## config.mk

```make
export PLATFORM = sky130hd
export DESIGN_NAME = pc_next_unit
export DESIGN_NICKNAME = d
export VERILOG_FILES = /design/src/rtl/pc_next_unit.sv
export SDC_FILE = /design/constraint.sdc
export NUM_CORES = 1
export LEC_CHECK = 0
export BUFFER_PORTS_ARGS = -buffer_cell sky130_fd_sc_hd__buf_4
export CAP_MARGIN = 40
export CORE_MARGIN = 3
export CORE_UTILIZATION = 47
export DETAILED_ROUTE_END_ITERATION = 10
export HOLD_SLACK_MARGIN = 0.15
export MAX_ROUTING_LAYER = met4
export PLACE_DENSITY_LB_ADDON = 0.2
export SETUP_SLACK_MARGIN = 0.4
export SYNTH_ARGS = -nofsm -noshare
export SYNTH_HDL_FRONTEND = slang
export SYNTH_SLANG_ARGS = --single-unit
```

## constraint.sdc

```tcl
create_clock -name clk -period 3.6 [get_ports clk]
set_clock_uncertainty 0.2 [all_clocks]
set_input_delay 1.08 -clock clk [delete_from_list [all_inputs] [get_ports clk]]
set_output_delay 1.08 -clock clk [all_outputs]
set_load 0.005 [all_outputs]
```

## src/rtl/pc_next_unit.sv

```systemverilog
// Purpose : program-counter sequencer with branch/jump/jr selection and a one-cycle misaligned-jr trap.
// Latency : single cycle; controls sampled at edge N set pc after edge N (pc_plus4/branch_taken are combinational).
// Backpressure: en=0 is a full stall; pc, state, epc, exc and retire_cnt all hold.
module pc_next_unit #(
    parameter int unsigned      WIDTH      = 32,
    parameter logic [WIDTH-1:0] RESET_PC   = 32'h0000_0000,
    parameter logic [WIDTH-1:0] EXC_VECTOR = 32'h0000_0180
) (
    input  logic             clk,
    input  logic             rst,
    input  logic             en,
    input  logic             branch,
    input  logic             branch_ne,
    input  logic             zero,
    input  logic             jump,
    input  logic             jr,
    input  logic [WIDTH-1:0] offset_sl2,
    input  logic [25:0]      jump_index,
    input  logic [WIDTH-1:0] reg_target,
    output logic [WIDTH-1:0] pc,
    output logic [WIDTH-1:0] pc_plus4,
    output logic             branch_taken,
    output logic             exc,
    output logic [WIDTH-1:0] epc,
    output logic [31:0]      retire_cnt
);

    // RUN: normal sequencing. TRAP: the one cycle spent at the exception vector.
    typedef enum logic [0:0] {
        ST_RUN  = 1'b0,
        ST_TRAP = 1'b1
    } state_t;

    state_t           state_q, state_d;
    logic [WIDTH-1:0] pc_q, pc_d;
    logic [WIDTH-1:0] epc_q, epc_d;
    logic             exc_q, exc_d;
    logic [31:0]      retire_cnt_q, retire_cnt_d;

    logic [WIDTH-1:0] branch_target;
    logic [WIDTH-1:0] jump_target;
    logic             jr_misaligned;

    // Target arithmetic; all sums wrap modulo 2^WIDTH by construction.
    always_comb begin
        pc_plus4      = pc_q + WIDTH'(4);
        branch_target = pc_plus4 + offset_sl2;
        jump_target   = {pc_plus4[WIDTH-1:28], jump_index, 2'b00};
        branch_taken  = branch & (zero ^ branch_ne);
        jr_misaligned = |reg_target[1:0];
    end

    // Next-state and next-PC selection; jr outranks jump, which outranks a taken branch.
    always_comb begin
        state_d      = state_q;
        pc_d         = pc_q;
        epc_d        = epc_q;
        exc_d        = exc_q;
        retire_cnt_d = retire_cnt_q;

        if (en) begin
            retire_cnt_d = retire_cnt_q + 32'd1;
            case (state_q)
                ST_RUN: begin
                    if (jr) begin
                        if (jr_misaligned) begin
                            pc_d    = EXC_VECTOR;
                            epc_d   = pc_q;
                            exc_d   = 1'b1;
                            state_d = ST_TRAP;
                        end else begin
                            pc_d = reg_target;
                        end
                    end else if (jump) begin
                        pc_d = jump_target;
                    end else if (branch_taken) begin
                        pc_d = branch_target;
                    end else begin
                        pc_d = pc_plus4;
                    end
                end
                ST_TRAP: begin
                    // Control-flow inputs are ignored while the handler's first slot issues.
                    pc_d    = pc_plus4;
                    exc_d   = 1'b0;
                    state_d = ST_RUN;
                end
                default: begin
                    pc_d    = pc_plus4;
                    exc_d   = 1'b0;
                    state_d = ST_RUN;
                end
            endcase
        end
    end

    // State registers with synchronous reset that overrides the stall.
    always_ff @(posedge clk) begin
        if (rst) begin
            state_q      <= ST_RUN;
            pc_q         <= RESET_PC;
            epc_q        <= '0;
            exc_q        <= 1'b0;
            retire_cnt_q <= 32'd0;
        end else begin
            state_q      <= state_d;
            pc_q         <= pc_d;
            epc_q        <= epc_d;
            exc_q        <= exc_d;
            retire_cnt_q <= retire_cnt_d;
        end
    end

    assign pc         = pc_q;
    assign epc        = epc_q;
    assign exc        = exc_q;
    assign retire_cnt = retire_cnt_q;

endmodule

```

**Yosys cells after proc, flatten, opt, wreduce, memory -nomap -nowiden**

Cells that the tools add are included.

- Flip-flop bits (word level): 98
- Logic and storage cells: 27
- Bits of input ports: 98
- Output and inout port bits: 130

- Eq/ne operators: 2
- Add/subtract/negate cells: 3
- Multiplexer cells: 11
- Reduce and logical (&&, ||, !) cells: 3
- Bitwise gates (word level): 3

Operators by type and width:

| operator | count |
|---|---|
| two-way mux 32 bit | 4 |
| case mux 32 bit (2 select lines) | 1 |
| adder 32 x 1 -> 32 bit (second input constant) | 1 |
| adder 32 x 3 -> 32 bit (second input constant) | 1 |
| adder 32 bit | 1 |
| two-way mux 1 bit | 4 |
| inequality test 2 bit (second input constant) | 2 |
| case mux 1 bit (2 select lines) | 2 |
| AND reduction 4 bit | 1 |
| AND reduction 3 bit | 1 |
| OR reduction 2 bit | 1 |
| AND 1 bit | 1 |
| inverter 1 bit | 1 |
| bitwise XOR 1 bit | 1 |

**Logic depth before layout (Yosys ltp)**

- Depth in word-level cells: 6
- Mapped depth: 19
- Mapped depth without buffers: 17

**Worst setup path after synthesis**

Ideal clock, no wire load.

- Kind: register to register
- From: register pc_q[5] (netlist: pc[5])
- To: register pc_q[31] (netlist: pc[31])
- Period minus slack after synthesis: 3,982 ps
- Cell stages (with the launch flop): 20
- Slack: -382 ps
- Path buffers: 2
- Data arrival time: 3,723 ps
- Setup time: 59 ps
- Required time: 3,341 ps
- Cells stage by stage: dfxtp_1 buf_6 and2_4 nand4_4 or3_1 buf_6 nor2_2 nand2_1 xnor2_1 ha_1 nand4_1 nor2_1 a22oi_1 and3_1 a221oi_1 o221ai_1 xor2_1 o21a_1 o31ai_1 a41o_1

- Word-level cells in the longest chain between the ends: 6

Ends and longest elaborated chain:

| item | line | RTL |
|---|---|---|
| start, declared | 35 | `logic [WIDTH-1:0] pc_q, pc_d;` |
| start signal, assigned | 107 | `pc_q <= pc_d;` |
| adder 32 x 3 -> 32 bit | 46 | `pc_plus4 = pc_q + WIDTH'(4);` |
| via pc_plus4[21] | 21 | `output logic [WIDTH-1:0] pc_plus4,` |
| adder 32 bit | 47 | `branch_target = pc_plus4 + offset_sl2;` |
| two-way mux 32 bit | 76 | `end else if (branch_taken) begin` |
| two-way mux 32 bit | 74 | `end else if (jump) begin` |
| two-way mux 32 bit | 65 | `if (jr) begin` |
| case mux 32 bit (2 select lines) | 63 | `case (state_q)` |

The timed path passes the listed nets, and every way through them passes these cells.
A chain may end at the register's enable or synchronous reset.

**Worst setup path after layout**

- From: register pc_q[6] (netlist: pc[6])
- To: register pc_q[31] (netlist: pc[31])

- Word-level cells in the longest chain between the ends: 6

Ends and longest elaborated chain:

| item | line |
|---|---|
| adder 32 x 3 -> 32 bit (*) | 46 |
| adder 32 bit | 47 |
| two-way mux 32 bit | 76 |
| two-way mux 32 bit | 74 |
| two-way mux 32 bit | 65 |
| case mux 32 bit (2 select lines) (*) | 63 |

Mark *: on every way between the ends. The rest lies on a longest branch, timed or not.

==> qor.yml <==
root_buffer: "clkbuf_16"
synth_area_mm2: 0.00710
antenna-diode-count: 0
yosys_warnings: 0
routed-wl-met3_mm: 3.22
first_global_vias: 8824
vias: 9519
crit_cells: 17
clock_path_buffers: 2
yosysSeqAreaShare: 0.276
placed_area_mm2: 0.0103
cp.buffers_inverters: 2
top_layer: "met4"
cp.required_ns: 3.71
comb_power_share: 0.389
grt.overflow.total: 0
ys.flop_type: "dfxtp_1"
sw_frac_of_total: 0.344
intPower_w: 0.00227
dr.pass1.iters: 6
synthesis.nets: 1068
drc: 0
r2r_end: "pc[31]"
outcome: "complete, but fails checks"
r2r_slack_ns: -0.38
grt_usage: 0.373
period_needed_ns: 3.98
endpoint_kind: "flop"
power.switching_w: 0.00119
nets: 1495
clk_pin_slew_ns: 0.08
tightest_slew_ns: 0.797
via_per_inst: 6.17
yosysUniqueCellTypes: 70
met1_length_mm: 11.9
cts_made_buffers: 9
r2r_start: "pc[6]"
whs_endpoint: "epc[0]"
hp-class: "reg -> reg"
cts.sinks: 98
crit_type: "reg -> reg"
area_growth_syn_to_layout_pct: 71.6
wl_per_cell_um: 21.7
initial_utilization: 0.485
cpPeakStageDelay_ns: 0.44
whs_path_depth: 2
drv_cap: 0
htreeDepth: 3
die-area_mm2: 0.0166
cp_top_family: "compound AO/OA/AOI/OAI gates"
drv_slew: 0
grt_max_degree: 54
drtAntennaViolNets: 0
max_freq_ghz: 0.251
critical_path_peak_fanout: 5
final-setup-viol-count: 26
setup_ws_ns: -0.378
num-fill-cells: 944
ioPinCount: 228
finalCritPeriodShare: 1.11
p_per_area_mw_per_mm2: 284
drt_iter0_markers: 874
rows: 44
hpwl_mm: 22.8
route.met2.wl_mm: 15.9
cellLeakagePower_nw: 5.62
portBuffers: 227
postSynth.asyncResetShare: 0
die_w_um: 129
r2r_cells: 17
slew_headroom: 0.464
wl_mm: 33.5
fin_cells: 1544
final_cell_area_mm2: 0.0122
critPathLaunchType: "flop"
syn_inst: 928
setup_tns_ns: -4.65
antenna_found_initial: 0
syn_avg_cell_area_um2: 7.65
worstPathCellList: "and2_4 > nand4_4 > or3_4 > buf_8 > buf_4 > xnor2_4 > ha_1 > nand2_1 > o21ai_0 > a22oi_2 > and3_4 > a221oi_4 > o221ai_2 > xor2_2 > o21a_1 > o31ai_2 > a41o_1"
crit_slowest_cell: "o21ai_0"
min-delay-start: "epc[0]"
core_mm2: 0.0146
clk-insertion-delay-late_ns: 0.36
die_h_um: 129
cts_tree: "built"
layout-drive-gt1-share: 0.489
rsz0062_at_grt: "true"
clock_power_share: 0.276
dp_slack_ns: -0.446
synth_seq_cells: 98
holdBufCountCts: 0
timing.final.hold_violations: 0
peakVddDrop_v: 0.000253
p_seq_frac: 0.335
place_inst: 1465
grt_pass1_wl_mm: 46.9
place_congestion: 1.09
violations: "negative setup slack"
synth_edf_count: 0
crit_arrival_ns: 4.08
-- state kept, by name, indices dropped and copies added (netlist names) --
signal	flops
exc	1
pc	32
retire_cnt	32
epc	32
state_q	1
-- cell families (layout without fill, tap and decap cells) --
logic type / after synthesis / after routing / synth area share
compound gates: 261 / 261 / 0.237
xor+xnor: 84 / 84 / 0.105
fa+ha+maj: 42 / 42 / 0.0750
buf+inv: 75 / 507 / 0.0601
flops: 98 / 98 / 0.276
mux: 6 / 6 / 0.00881
simple gates: 362 / 362 / 0.238
-- worst register-to-register path, cell delays in order (launching register included) --
cell,delay (ns)
dfxtp_2,0.38
and2_4,0.18
nand4_4,0.08
or3_4,0.34
buf_8,0.15
buf_4,0.15
xnor2_4,0.13
ha_1,0.30
nand2_1,0.07
o21ai_0,0.44
a22oi_2,0.14
and3_4,0.21
a221oi_4,0.26
o221ai_2,0.15
xor2_2,0.18
o21a_1,0.19
o31ai_2,0.16
a41o_1,0.20
-- how the worst max path moves through the flow --
stage	from	slack (ns)	end
6_report	pc[6]	-0.38	pc[31]
5_1_grt	pc[6]	-0.47	pc[31]
4_1_cts	pc[5]	-0.33	pc[31]
3_5_place_dp	offset_sl2[0]	-0.45	pc[14]
3_3_place_gp	offset_sl2[0]	-0.33	pc[14]
2_1_floorplan	pc[5]	-0.09	pc[30]
-- synth_stat cells, drive strengths merged (4+ instances only) --
library cell	instances	area (um^2)
nand2	152	571
a21oi	98	490
dfxtp	98	1960
nor2	83	314
clkbuf	43	241
xnor2	42	375
xor2	42	368
ha	41	513
o21ai	39	195
nand3	23	115
o211ai	22	165
and3	21	133
nor3	20	116
inv	19	71.3
a222oi	17	170
nand4	17	136
a21o	14	105
nand2b	13	81.3
buf	12	110
a221oi	9	78.8
a31oi	9	56.3
nor2b	8	50.1
o22ai	8	50.1
or3	8	50.1
a22oi	6	45.0
and2	6	41.3
a211oi	5	37.5
nor4	5	31.3
o221ai	5	43.8
mux2i	4	40.0
o21a	4	30.0
o21bai	4	30.0
-- power by group through the flow --
stage	sequential, W	combinational [W]	clock (W)
finish	0.00116	0.00134	0.000956
global route	0.00116	0.00141	0.000995
CTS	0.00115	0.00118	0.000960
detailed placement	0.00117	0.00105	0
global placement	0.00117	0.00104	0
floorplan	0.00119	0.000514	0
-- layout by cell type (no fill, tap or decap), types with 5 or more instances in the layout --
cell type and instances:
a222oi_1 17, o21ai_2 8, xnor2_2 16, a22oi_1 5, nand2b_1 12, buf_6 47
xor2_2 7, o21ai_1 8, ha_2 5, a21o_1 14, nand2_2 6, nor2_1 76
dfxtp_2 11, xor2_1 32, o211ai_1 22, xnor2_1 22, nand4_1 15, o21ai_0 23
buf_4 423, o22ai_1 8, nand2_4 5, and3_4 5, or3_1 6, nor2b_1 5
a21oi_1 80, a31oi_1 7, nand2_1 140, clkbuf_16 9, and3_1 15, inv_1 18
a221oi_1 6, a21oi_2 16, ha_1 20, nor3_4 6, dfxtp_1 84, nand3_1 18
ha_4 16, nor3_1 10
-- timing repair --
action                                  4_1_cts  5_1_grt
pin swaps                                   112       85
endpoints found under the setup margin       46       52
gates resized for setup                     143       90
setup buffers                                42       21
-- area by class of cell --
class	count	area, um^2	area share
clock inverter	7	57.6	0.00472
sequential	98	1990	0.163
tap	184	230	0.0189
clock buffer	9	225	0.0185
multi-input combinational	755	5890	0.483
timing repair buffer	471	3720	0.305
inverter	20	76.3	0.00626
-- layer usage --
metal / GRT usage / vias to the layer above
met2: 0.619 / 691
met3: 0.0805 / 212
li1: - / 4184
met4: 0.193 / 0
met1: 0.421 / 4432
met5: - / -
-- through the flow --
| stage | power (W) | util | hold WS [ns] |
|---|---|---|---|
| after floorplan | 0.00170 | - | 0.253 |
| after global placement | 0.00222 | 0.701 | 0.243 |
| after CTS | 0.00330 | 0.790 | 0.259 |
| after global routing | 0.00357 | 0.832 | 0.280 |
| final | 0.00346 | 0.832 | 0.258 |
| after detailed placement | 0.00222 | 0.701 | 0.249 |
(Power assumes the default switching activity.)
